**config.mk**
```make
export PLATFORM = sky130hd
export DESIGN_NAME = rbe_accum_normquant_streamer_flat
export DESIGN_NICKNAME = d
export VERILOG_FILES = /design/src/rtl/rbe_accum_normquant_streamer_pkg.sv /design/src/rtl/rbe_accum_normquant_streamer_if.sv /design/src/rtl/rbe_accum_normquant_streamer_lane.sv /design/src/rtl/rbe_accum_normquant_streamer.sv /design/src/flat_wrapper.sv
export SDC_FILE = /design/constraint.sdc
export NUM_CORES = 2
export LEC_CHECK = 0
export ABC_AREA = 0
export CAP_MARGIN = 0
export CORE_AREA = 2 2 344 482
export CTS_CLUSTER_SIZE = 16
export DETAILED_ROUTE_END_ITERATION = 6
export DIE_AREA = 0 0 346 484
export SYNTH_ARGS = -nofsm -noshare
export SYNTH_HDL_FRONTEND = slang
export SYNTH_SLANG_ARGS = --single-unit
```
**constraint.sdc**
```tcl
create_clock -name clk_i -period 28.7 [get_ports clk_i]
set_input_delay 8.61 -clock clk_i [delete_from_list [all_inputs] [get_ports clk_i]]
set_output_delay 8.61 -clock clk_i [all_outputs]
set_load 0.02 [all_outputs]
```
**src/rtl/rbe_accum_normquant_streamer_pkg.sv**
```systemverilog
// Shared widths, configuration record and FSM states for the accumulator
// drain / normalize-quantize streamer.
package rbe_accum_normquant_streamer_pkg;

   localparam int unsigned ADDR_WIDTH   = 5;
   localparam int unsigned DATA_WIDTH   = 32;
   localparam int unsigned NUM_WORDS    = 32;
   localparam int unsigned WIDTH_FACTOR = 4;
   localparam int unsigned SCALE_WIDTH  = 8;
   localparam int unsigned NQ_LANE_BITS = 8;
   localparam int unsigned SHIFT_WIDTH  = 5;
   localparam int unsigned QA_WIDTH     = 4;
   localparam int unsigned COUNT_WIDTH  = ADDR_WIDTH + 1;
   localparam int unsigned PROD_WIDTH   = DATA_WIDTH + SCALE_WIDTH + 1;
   localparam int unsigned OUT_WIDTH    = WIDTH_FACTOR * NQ_LANE_BITS;

   typedef struct packed {
      logic [COUNT_WIDTH-1:0] count;
      logic                   wide;
      logic [SCALE_WIDTH-1:0] scale;
      logic [SHIFT_WIDTH-1:0] shift;
      logic [QA_WIDTH-1:0]    qa;
      logic                   relu;
   } rbe_nq_cfg_t;

   typedef enum logic [1:0] {
      NQ_IDLE,
      NQ_RUN,
      NQ_DONE
   } rbe_nq_state_e;

endpackage

```
**src/rtl/rbe_accum_normquant_streamer_if.sv**
```systemverilog
// Valid/ready output stream carrying packed 8-bit lanes plus a lane strobe.
interface rbe_accum_normquant_streamer_if;
   import rbe_accum_normquant_streamer_pkg::*;

   logic                    valid;
   logic                    ready;
   logic [OUT_WIDTH-1:0]    data;
   logic [WIDTH_FACTOR-1:0] strb;

   modport master (output valid, data, strb, input ready);
   modport slave  (input valid, data, strb, output ready);

endinterface

```
**src/rtl/rbe_accum_normquant_streamer_lane.sv**
```systemverilog
// One normalization lane: signed scale, round-half-up, arithmetic shift,
// then clip to qa bits (signed or ReLU) on the full-width product.
module rbe_accum_normquant_streamer_lane
   import rbe_accum_normquant_streamer_pkg::*;
(
   input  logic [DATA_WIDTH-1:0]   acc_i,
   input  logic [SCALE_WIDTH-1:0]  scale_i,
   input  logic [SHIFT_WIDTH-1:0]  shift_i,
   input  logic [QA_WIDTH-1:0]     qa_i,
   input  logic                    relu_i,
   output logic [NQ_LANE_BITS-1:0] q_c_o
);

   logic signed [PROD_WIDTH-1:0] acc_s, scale_s, prod, rnd, shifted, hi, lo, clip;

   always_comb begin
      acc_s   = {{(PROD_WIDTH-DATA_WIDTH){acc_i[DATA_WIDTH-1]}}, acc_i};
      scale_s = PROD_WIDTH'(scale_i);
      prod    = acc_s * scale_s;
      rnd     = '0;
      if (shift_i != '0) rnd = PROD_WIDTH'(1) << (shift_i - SHIFT_WIDTH'(1));
      shifted = (prod + rnd) >>> shift_i;
      if (relu_i) begin
         hi = (PROD_WIDTH'(1) << qa_i) - PROD_WIDTH'(1);
         lo = '0;
      end else begin
         hi = (PROD_WIDTH'(1) << (qa_i - QA_WIDTH'(1))) - PROD_WIDTH'(1);
         lo = -(PROD_WIDTH'(1) << (qa_i - QA_WIDTH'(1)));
      end
      // Clip bounds are in-range for 8 bits, so truncation gives the sign/zero extension.
      if (shifted > hi)      clip = hi;
      else if (shifted < lo) clip = lo;
      else                   clip = shifted;
      q_c_o = NQ_LANE_BITS'(clip);
   end

endmodule

```
**src/rtl/rbe_accum_normquant_streamer.sv**
```systemverilog
// Drains the accumulator bank through its registered read port, normalizes
// each word and streams packed 8-bit lanes on a valid/ready port.
module rbe_accum_normquant_streamer
   import rbe_accum_normquant_streamer_pkg::*;
(
   input  logic                                 clk_i,
   input  logic                                 rst_i,
   input  logic                                 clear_i,
   input  logic                                 start_i,
   input  logic [COUNT_WIDTH-1:0]               cfg_count_i,
   input  logic                                 cfg_wide_i,
   input  logic [SCALE_WIDTH-1:0]               cfg_scale_i,
   input  logic [SHIFT_WIDTH-1:0]               cfg_shift_i,
   input  logic [QA_WIDTH-1:0]                  cfg_qa_i,
   input  logic                                 cfg_relu_i,
   output logic                                 busy_o,
   output logic                                 done_o,
   output logic                                 acc_re_o,
   output logic [ADDR_WIDTH-1:0]                acc_raddr_o,
   output logic                                 acc_wide_enable_o,
   input  logic [WIDTH_FACTOR*DATA_WIDTH-1:0]   acc_rdata_wide_i,
   rbe_accum_normquant_streamer_if.master       strm_o
);

   rbe_nq_state_e           state_q, state_d;
   rbe_nq_cfg_t             cfg_q, cfg_d;
   logic [ADDR_WIDTH-1:0]   addr_q, addr_d;
   logic [COUNT_WIDTH-1:0]  issued_q, issued_d;
   logic                    pend_q, pend_d;
   logic [WIDTH_FACTOR-1:0] pend_strb_q, pend_strb_d;
   logic                    valid_q, valid_d;
   logic [OUT_WIDTH-1:0]    data_q, data_d;
   logic [WIDTH_FACTOR-1:0] strb_q, strb_d;
   logic                    busy_q, busy_d, done_q, done_d;

   logic [COUNT_WIDTH-1:0]  left_c, step_c, take_c;
   logic [WIDTH_FACTOR-1:0] issue_strb_c;
   logic                    load_c, re_c;
   logic [NQ_LANE_BITS-1:0] lane_c [WIDTH_FACTOR];

   for (genvar g = 0; g < WIDTH_FACTOR; g++) begin : g_lane
      rbe_accum_normquant_streamer_lane u_lane (
         .acc_i   (acc_rdata_wide_i[g*DATA_WIDTH +: DATA_WIDTH]),
         .scale_i (cfg_q.scale),
         .shift_i (cfg_q.shift),
         .qa_i    (cfg_q.qa),
         .relu_i  (cfg_q.relu),
         .q_c_o   (lane_c[g])
      );
   end

   // Read-issue bookkeeping; the strobe of a group is fixed when it is requested.
   always_comb begin
      left_c = cfg_q.count - issued_q;
      step_c = cfg_q.wide ? COUNT_WIDTH'(WIDTH_FACTOR) : COUNT_WIDTH'(1);
      take_c = (left_c < step_c) ? left_c : step_c;
      load_c = pend_q & (~valid_q | strm_o.ready);
      re_c   = (state_q == NQ_RUN) & (left_c != '0) & (~pend_q | load_c);
      for (int k = 0; k < WIDTH_FACTOR; k++) begin
         issue_strb_c[k] = cfg_q.wide ? (COUNT_WIDTH'(k) < left_c) : (k == 0);
      end
   end

   always_comb begin
      state_d     = state_q;
      cfg_d       = cfg_q;
      addr_d      = addr_q;
      issued_d    = issued_q;
      pend_d      = pend_q;
      pend_strb_d = pend_strb_q;
      valid_d     = valid_q;
      data_d      = data_q;
      strb_d      = strb_q;

      case (state_q)
         NQ_IDLE: begin
            if (start_i) begin
               cfg_d.count = cfg_count_i;
               cfg_d.wide  = cfg_wide_i;
               cfg_d.scale = cfg_scale_i;
               cfg_d.shift = cfg_shift_i;
               cfg_d.qa    = cfg_qa_i;
               cfg_d.relu  = cfg_relu_i;
               addr_d      = '0;
               issued_d    = '0;
               state_d     = (cfg_count_i == '0) ? NQ_DONE : NQ_RUN;
            end
         end
         NQ_RUN: begin
            if (re_c) begin
               addr_d      = addr_q + ADDR_WIDTH'(step_c);
               issued_d    = issued_q + take_c;
               pend_strb_d = issue_strb_c;
               pend_d      = 1'b1;
            end else if (load_c) begin
               pend_d = 1'b0;
            end
            if (load_c) begin
               valid_d = 1'b1;
               strb_d  = pend_strb_q;
               for (int k = 0; k < WIDTH_FACTOR; k++) begin
                  data_d[k*NQ_LANE_BITS +: NQ_LANE_BITS] = pend_strb_q[k] ? lane_c[k] : '0;
               end
            end else if (valid_q & strm_o.ready) begin
               valid_d = 1'b0;
            end
            if ((left_c == '0) & ~pend_q & valid_q & strm_o.ready) state_d = NQ_DONE;
         end
         NQ_DONE: state_d = NQ_IDLE;
         default: state_d = NQ_IDLE;
      endcase

      // Abort drops the stream and any in-flight read without signalling done.
      if (clear_i) begin
         state_d = NQ_IDLE;
         valid_d = 1'b0;
         pend_d  = 1'b0;
      end

      busy_d = (state_d != NQ_IDLE);
      done_d = (state_d == NQ_DONE);
   end

   always_ff @(posedge clk_i or posedge rst_i) begin
      if (rst_i) begin
         state_q     <= NQ_IDLE;
         cfg_q       <= '0;
         addr_q      <= '0;
         issued_q    <= '0;
         pend_q      <= 1'b0;
         pend_strb_q <= '0;
         valid_q     <= 1'b0;
         data_q      <= '0;
         strb_q      <= '0;
         busy_q      <= 1'b0;
         done_q      <= 1'b0;
      end else begin
         state_q     <= state_d;
         cfg_q       <= cfg_d;
         addr_q      <= addr_d;
         issued_q    <= issued_d;
         pend_q      <= pend_d;
         pend_strb_q <= pend_strb_d;
         valid_q     <= valid_d;
         data_q      <= data_d;
         strb_q      <= strb_d;
         busy_q      <= busy_d;
         done_q      <= done_d;
      end
   end

   assign busy_o            = busy_q;
   assign done_o            = done_q;
   assign acc_re_o          = re_c;
   assign acc_raddr_o       = addr_q;
   assign acc_wide_enable_o = cfg_q.wide;
   assign strm_o.valid      = valid_q;
   assign strm_o.data       = data_q;
   assign strm_o.strb       = strb_q;

endmodule

```
**src/flat_wrapper.sv**
```systemverilog
// flat-port wrapper written by rule: the top's interface ports become plain ports
module rbe_accum_normquant_streamer_flat import rbe_accum_normquant_streamer_pkg::*;
  (clk_i, rst_i, clear_i, start_i, cfg_count_i, cfg_wide_i, cfg_scale_i, cfg_shift_i, cfg_qa_i, cfg_relu_i, busy_o, done_o, acc_re_o, acc_raddr_o, acc_wide_enable_o, acc_rdata_wide_i, strm_o_valid, strm_o_data, strm_o_strb, strm_o_ready);
  rbe_accum_normquant_streamer_if strm_o_i ();
  input  logic clk_i;
  input  logic rst_i;
  input  logic clear_i;
  input  logic start_i;
  input  logic [COUNT_WIDTH-1:0] cfg_count_i;
  input  logic cfg_wide_i;
  input  logic [SCALE_WIDTH-1:0] cfg_scale_i;
  input  logic [SHIFT_WIDTH-1:0] cfg_shift_i;
  input  logic [QA_WIDTH-1:0] cfg_qa_i;
  input  logic cfg_relu_i;
  output logic busy_o;
  output logic done_o;
  output logic acc_re_o;
  output logic [ADDR_WIDTH-1:0] acc_raddr_o;
  output logic acc_wide_enable_o;
  input  logic [WIDTH_FACTOR*DATA_WIDTH-1:0] acc_rdata_wide_i;
  output wire logic [$bits(strm_o_i.valid)-1:0] strm_o_valid;
  output wire logic [$bits(strm_o_i.data)-1:0] strm_o_data;
  output wire logic [$bits(strm_o_i.strb)-1:0] strm_o_strb;
  input wire logic [$bits(strm_o_i.ready)-1:0] strm_o_ready;
  assign strm_o_valid = strm_o_i.valid;
  assign strm_o_data = strm_o_i.data;
  assign strm_o_strb = strm_o_i.strb;
  assign strm_o_i.ready = strm_o_ready;
  rbe_accum_normquant_streamer u_core (.clk_i(clk_i), .rst_i(rst_i), .clear_i(clear_i), .start_i(start_i), .cfg_count_i(cfg_count_i), .cfg_wide_i(cfg_wide_i), .cfg_scale_i(cfg_scale_i), .cfg_shift_i(cfg_shift_i), .cfg_qa_i(cfg_qa_i), .cfg_relu_i(cfg_relu_i), .busy_o(busy_o), .done_o(done_o), .acc_re_o(acc_re_o), .acc_raddr_o(acc_raddr_o), .acc_wide_enable_o(acc_wide_enable_o), .acc_rdata_wide_i(acc_rdata_wide_i), .strm_o(strm_o_i));
endmodule
```
* Word-level counts from Yosys, hierarchy flattened *
Index checks and enable logic that the tools add are counted.

cells by class
  $add $sub $neg = 12
  multipliers = 4
  magnitude comparators = 13
  equality and inequality tests = 4
  shifts and indexed selects = 7
  muxes and demuxes = 40
  bitwise operators = 11
  reduce and logical (&&, ||, !) cells = 16

operators with widths
  kind                     count
  $add A41 B41 Y41         4
  $gt A41 B41 Y1           4
  $lt A41 B41 Y1           4
  $mul A32 B9 Y41          4
  $sshr A41 B5 Y41         4
  $mux W41                 3
  $mux W8                  12
  $shl A1 B4 Y41 const A   2
  $sub A41 B2 Y41 const B  2
  $neg A41 Y41             1
  $shl A1 B5 Y41 const A   1
  $mux W6                  3
  $logic_not A6 Y1         2
  $lt A1 B6 Y1 const A     2
  $lt A2 B6 Y1 const A     2
  $mux W1                  12
  $pmux W6 S2              1
  $mux W5                  2
  $pmux W5 S2              1
  $reduce_and A2 Y1        5
  $mux W2                  4
  $and A1 B1 Y1            7
  $add A6 B6 Y6            1
  $lt A6 B6 Y1             1
  other kinds (17)         23

word-level totals
  register bits = 82
  input bits = 158
  output and inout port bits = 46

* Depth between registers and ports, before layout *
  depth after elaboration = 9
  mapped depth = 40
  depth with buffers taken out = 36

* By module *
Synthesis repeated with hierarchy kept, for this count alone.

unflattened totals
  cell total of the unflattened synthesis = 8,685
  area, all modules = 67,791.3 um^2

modules (own cells, without submodules)
  module                                                           instances  cells an instance  area each (um^2)  sequential area each (um^2)
  rbe_accum_normquant_streamer_lane (u_core.g_lane[0].u_lane ...)  2          2,034              15,826.4          0.0
  rbe_accum_normquant_streamer_lane (u_core.g_lane[2].u_lane)      1          2,120              16,176.8          0.0
  rbe_accum_normquant_streamer_lane (u_core.g_lane[3].u_lane)      1          2,084              16,170.5          0.0
  rbe_accum_normquant_streamer                                     1          413                3,791.1           2,052.0

* Least setup slack after synthesis *
OpenSTA, ideal clock, no wires.

  path kind = input port to output port
  start point = input port strm_o_ready
  end point = output port acc_re_o
  data arrival time = 9,230 ps
  data required time = 20,090 ps
  slack = 10,860 ps
  stages = 3
  path buffers = 1
  path through = nor2b_1 -> a21oi_1 -> clkbuf_1

on the way
  longest elaborated chain between the ends = 4

RTL lines
  what           line                                RTL
  from (decl)    flat_wrapper.sv:24                  input wire logic [$bits(strm_o_i.ready)-1:0] strm_o_ready;
  $or A1 B1 Y1   rbe_accum_normquant_streamer.sv:57  load_c = pend_q & (~valid_q | strm_o.ready);
  $and A1 B1 Y1  rbe_accum_normquant_streamer.sv:57
  $or A1 B1 Y1   rbe_accum_normquant_streamer.sv:58  re_c = (state_q == NQ_RUN) & (left_c != '0) & (~pend_q | load_c);
  $and A1 B1 Y1  rbe_accum_normquant_streamer.sv:58
  to (decl)      flat_wrapper.sv:17                  output logic acc_re_o;

No other way between the ends.

* Final worst setup path *
  start point = input port acc_rdata_wide_i[99]
  end point = register u_core.data_q[24] (netlist: u_core.strm_o.data[24])

on the way
  longest elaborated chain between the ends = 7
  elaborated cells on any way between the ends = 8
  classes of those cells = add/sub (1); mul (1); order compare (2); shift (1); mux (3)

RTL lines
  what                  line                                     RTL
  from (decl)           flat_wrapper.sv:20                       input logic [WIDTH_FACTOR*DATA_WIDTH-1:0] acc_rdata_wide_i;
  $mul A32 B9 Y41 (*)   rbe_accum_normquant_streamer_lane.sv:19  prod = acc_s * scale_s;
  $add A41 B41 Y41 (*)  rbe_accum_normquant_streamer_lane.sv:22  shifted = (prod + rnd) >>> shift_i;
  $sshr A41 B5 Y41 (*)  rbe_accum_normquant_streamer_lane.sv:22
  $lt A41 B41 Y1        rbe_accum_normquant_streamer_lane.sv:32  else if (shifted < lo) clip = lo;
  $mux W8               rbe_accum_normquant_streamer_lane.sv:32
  $mux W8 (*)           rbe_accum_normquant_streamer_lane.sv:31  if (shifted > hi) clip = hi;
  $mux W8 (*)           rbe_accum_normquant_streamer.sv:102      data_d[k*NQ_LANE_BITS +: NQ_LANE_BITS] = pend_strb_q[k] ? lane_c[k] : '0;
  to (signal assigned)  rbe_accum_normquant_streamer.sv:145      data_q <= data_d;
  to (decl)             rbe_accum_normquant_streamer.sv:32       logic [OUT_WIDTH-1:0] data_q, data_d;

Every way passes the cells marked *; elsewhere a longest branch is shown, timed or not.
A chain may end at the register's enable or synchronous reset.

==> impl_metrics.env <==
export IMPL_drv_slew=0
export IMPL_status="finished, final reports clean"
export IMPL_setup_violations=0
export IMPL_rrSetupSlack_ns=15.89
export IMPL_vias_per_cell=5.950
export IMPL_r2r_start="u_core.cfg_q[13]$_DFFE_PP0P_"
export IMPL_fin_setup_tns_ns=0
export IMPL_maxCapViolCount=0
export IMPL_synth_cell_types=123
export IMPL_synth_largest_area_cell="fa_1"
export IMPL_setup_slack_ns=9.123
export IMPL_cpPeakStageDelay_ns=0.84
export IMPL_synth_area_per_cell_um2=8.176
export IMPL_yosys_warnings=0
export IMPL_cp_required_ns=29.01
export IMPL_synth_top_area_share_pct=27.95
export IMPL_critPathMostFrequentCell="fa_1"
export IMPL_drive_gt1_share_pct=5.055
export IMPL_whs_ns=0.5030
export IMPL_min_delay_path_class="register to register"
export IMPL_fin_crit_ns=19.58
export IMPL_cts_buffers=9
export IMPL_ys_top_cells_by_area="fa_1 28%, ha_1 14%, and2_1 6.6%"
export IMPL_postCtsResizedCells=0
export IMPL_max_slew_margin_pct=6.546
export IMPL_groute_usage_overall_pct=30.56
export IMPL_worst_slew_pin_slew_ns=1.387
export IMPL_drt_iter0_markers=4480
export IMPL_vias=59705
export IMPL_startpoint_type="primary input"
export IMPL_reg2reg_to="u_core.strm_o.data[24]$_DFFE_PP0P_"
export IMPL_crit_slowest_cell="o31ai_4"
export IMPL_syn2layout_area_growth_pct=6.645
export IMPL_gp_congestion=1.019
export IMPL_period_share_pct=68.21
export IMPL_worstPathArrival_ns=19.89
export IMPL_path_class="primary input to register"
export IMPL_htree_num_levels=3
export IMPL_cts_tree="built"
export IMPL_critical_path_max_fanout=13
export IMPL_rr_worst_depth=38
export IMPL_clock_latency_ns=0.44
export IMPL_synth_edf_count=0
export IMPL_die_area_um2=167500
export IMPL_seq_area_frac_synth_pct=3.162
export IMPL_post_cts_setup_buffer_count=0
export IMPL_rsz0062_at_grt="no"
export IMPL_clock_path_buffers=2
export IMPL_grt_max_degree=94
export IMPL_post_place_cells=10013
export IMPL_cts_root_buf="clkbuf_16"
export IMPL_hold_depth=2
export IMPL_dp_final_hpwl_um=209300
export IMPL_final_hold_violation_count=0
export IMPL_crit_path_end_kind="register"
export IMPL_synth_cells=7936
export IMPL_port_buffers=203
export IMPL_rows=176
export IMPL_hold_start="u_core.strm_o.strb[0]$_DFFE_PP0P_"
export IMPL_die_h_um=484
export IMPL_antenna_found_initial=4
export IMPL_max_freq_ghz=0.05108
export IMPL_route_detailed_drc=0
export IMPL_ios=204
export IMPL_clk_pin_slew_worst_paths_ns=0.07
export IMPL_netlist_top_cells_count="1,065 x inv_1, 906 x fa_1, 865 x nand2_1"
export IMPL_postSynth_asyncResetShare_pct=100.0
export IMPL_syn_area_um2=64880
export IMPL_overflow=0
export IMPL_numClockSinks=82
export IMPL_min_to="u_core.strm_o.strb[0]$_DFFE_PP0P_"
export IMPL_drt_wl_total_um=257600
export IMPL_clock_skew_ns=0.06159
export IMPL_grt_first_pass_wirelength_um=389000
export IMPL_ys_ff_latch=82
export IMPL_final_nets=9682
export IMPL_fp_dieW_um=346
export IMPL_post_place_ws_ns=8.786
export IMPL_fp_coreArea_um2=163400
export IMPL_grt_pass1_vias=61803
export IMPL_dr_pass1_iters=7
export IMPL_synth_ff_type="dfrtp_1"
export IMPL_initial_core_util_pct=39.71
export IMPL_postRouteAntennaNets=0
export IMPL_wire_per_inst_um=25.67
export IMPL_synth_most_common_cell="inv_1"
export IMPL_holdBufCountCts=0
export IMPL_final_cells=10034
## kinds of logic after synthesis
| group | share of synthesized area [%] |
|---|---|
| other cells | 0.01157 |
| mux | 5.116 |
| xor+xnor | 2.050 |
| fa+ha+maj | 42.03 |
| simple gates | 19.89 |
| buf+inv | 8.899 |
| compound gates | 18.84 |
| flops | 3.162 |
## worst max path at each step
stage	startpoint	end	slack, ns
2_1_floorplan	strm_o_ready	acc_re_o	10.86
3_3_place_gp	acc_rdata_wide_i[99]	u_core.strm_o.data[24]$_DFFE_PP0P_	8.71
3_5_place_dp	acc_rdata_wide_i[99]	u_core.strm_o.data[24]$_DFFE_PP0P_	8.79
4_1_cts	acc_rdata_wide_i[99]	u_core.strm_o.data[24]$_DFFE_PP0P_	9.11
5_1_grt	acc_rdata_wide_i[103]	u_core.strm_o.data[24]$_DFFE_PP0P_	8.47
6_report	acc_rdata_wide_i[99]	u_core.strm_o.data[24]$_DFFE_PP0P_	9.12
## registers in the layout, indices dropped and copies added (netlist names)
register and count:
u_core.strm_o.data 32, u_core.strm_o.strb 4, u_core.done_o 1, u_core.strm_o.valid 1, u_core.state_q 2, u_core.cfg_q 24, u_core.acc_wide_enable_o 1, u_core.busy_o 1
u_core.acc_raddr_o 5, u_core.pend_q 1, u_core.issued_q 6, u_core.pend_strb_q 4
## per-stage QoR
step / util [%] / area (um^2)
2_1_floorplan: - / 65060
3_3_place_gp: 42.15 / 68880
3_5_place_dp: 42.15 / 68880
4_1_cts: 42.34 / 69180
5_1_grt: 42.34 / 69190
6_report: 42.35 / 69200
## layer usage
layer | part of all wire (%) | track usage [%] | vias to the layer above
met5 | 0 | 0 | -
met4 | 8.5 | 21.56 | 0
met3 | 5.4 | 3.298 | 691
met2 | 49 | 53.13 | 2260
met1 | 38 | 35.03 | 29899
li1 | - | - | 26855
## critical path: cells and delay by family
kind | cells | cell delay (ns)
compound gates | 17 | 4.89
fa+ha+maj | 7 | 3.24
buf+inv | 5 | 1.06
mux | 2 | 0.84
simple gates | 6 | 1.24
## final cells by class
type                            instances  area, um^2
Timing Repair Buffer                  305        2810
Sequential cell                        82        2102
Tap cell                             2136        2673
Inverter                             1069        4024
Clock inverter                          7       76.32
Fill cell                           16578       94200
Clock buffer                            9       225.2
Multi-Input combinational cell       6421       57270
Antenna cell                            5       12.51
## cell usage in the layout (no fill, tap or decap), types with 41 or more instances in the layout
master           Yosys  final
a211oi_1            88     87
o21ai_0            312    311
or3_1               41     41
and3_1              60     60
o21a_1              65     65
inv_1             1065   1061
and2_1             687    687
ha_1               730    730
a21oi_1            388    388
mux2i_1            128    128
nor2b_1             45     45
a31oi_1             52     52
nand3_1            108    108
xor2_1              56     56
nand2_1            865    865
clkdlybuf4s50_1      0    203
a21o_1             221    221
o211ai_1            91     91
mux2_2              75     75
fa_1               906    906
nor2_1             384    378
dfrtp_1             82     68
mux4_2              52     52
conb_1               2     50
buf_4                7    101
nor3_1             104    104
nand4_1            110    110
xnor2_1             94     94
Power is not shown: default switching activity piles up to over one toggle a cycle in this logic, so the estimate is an artifact.
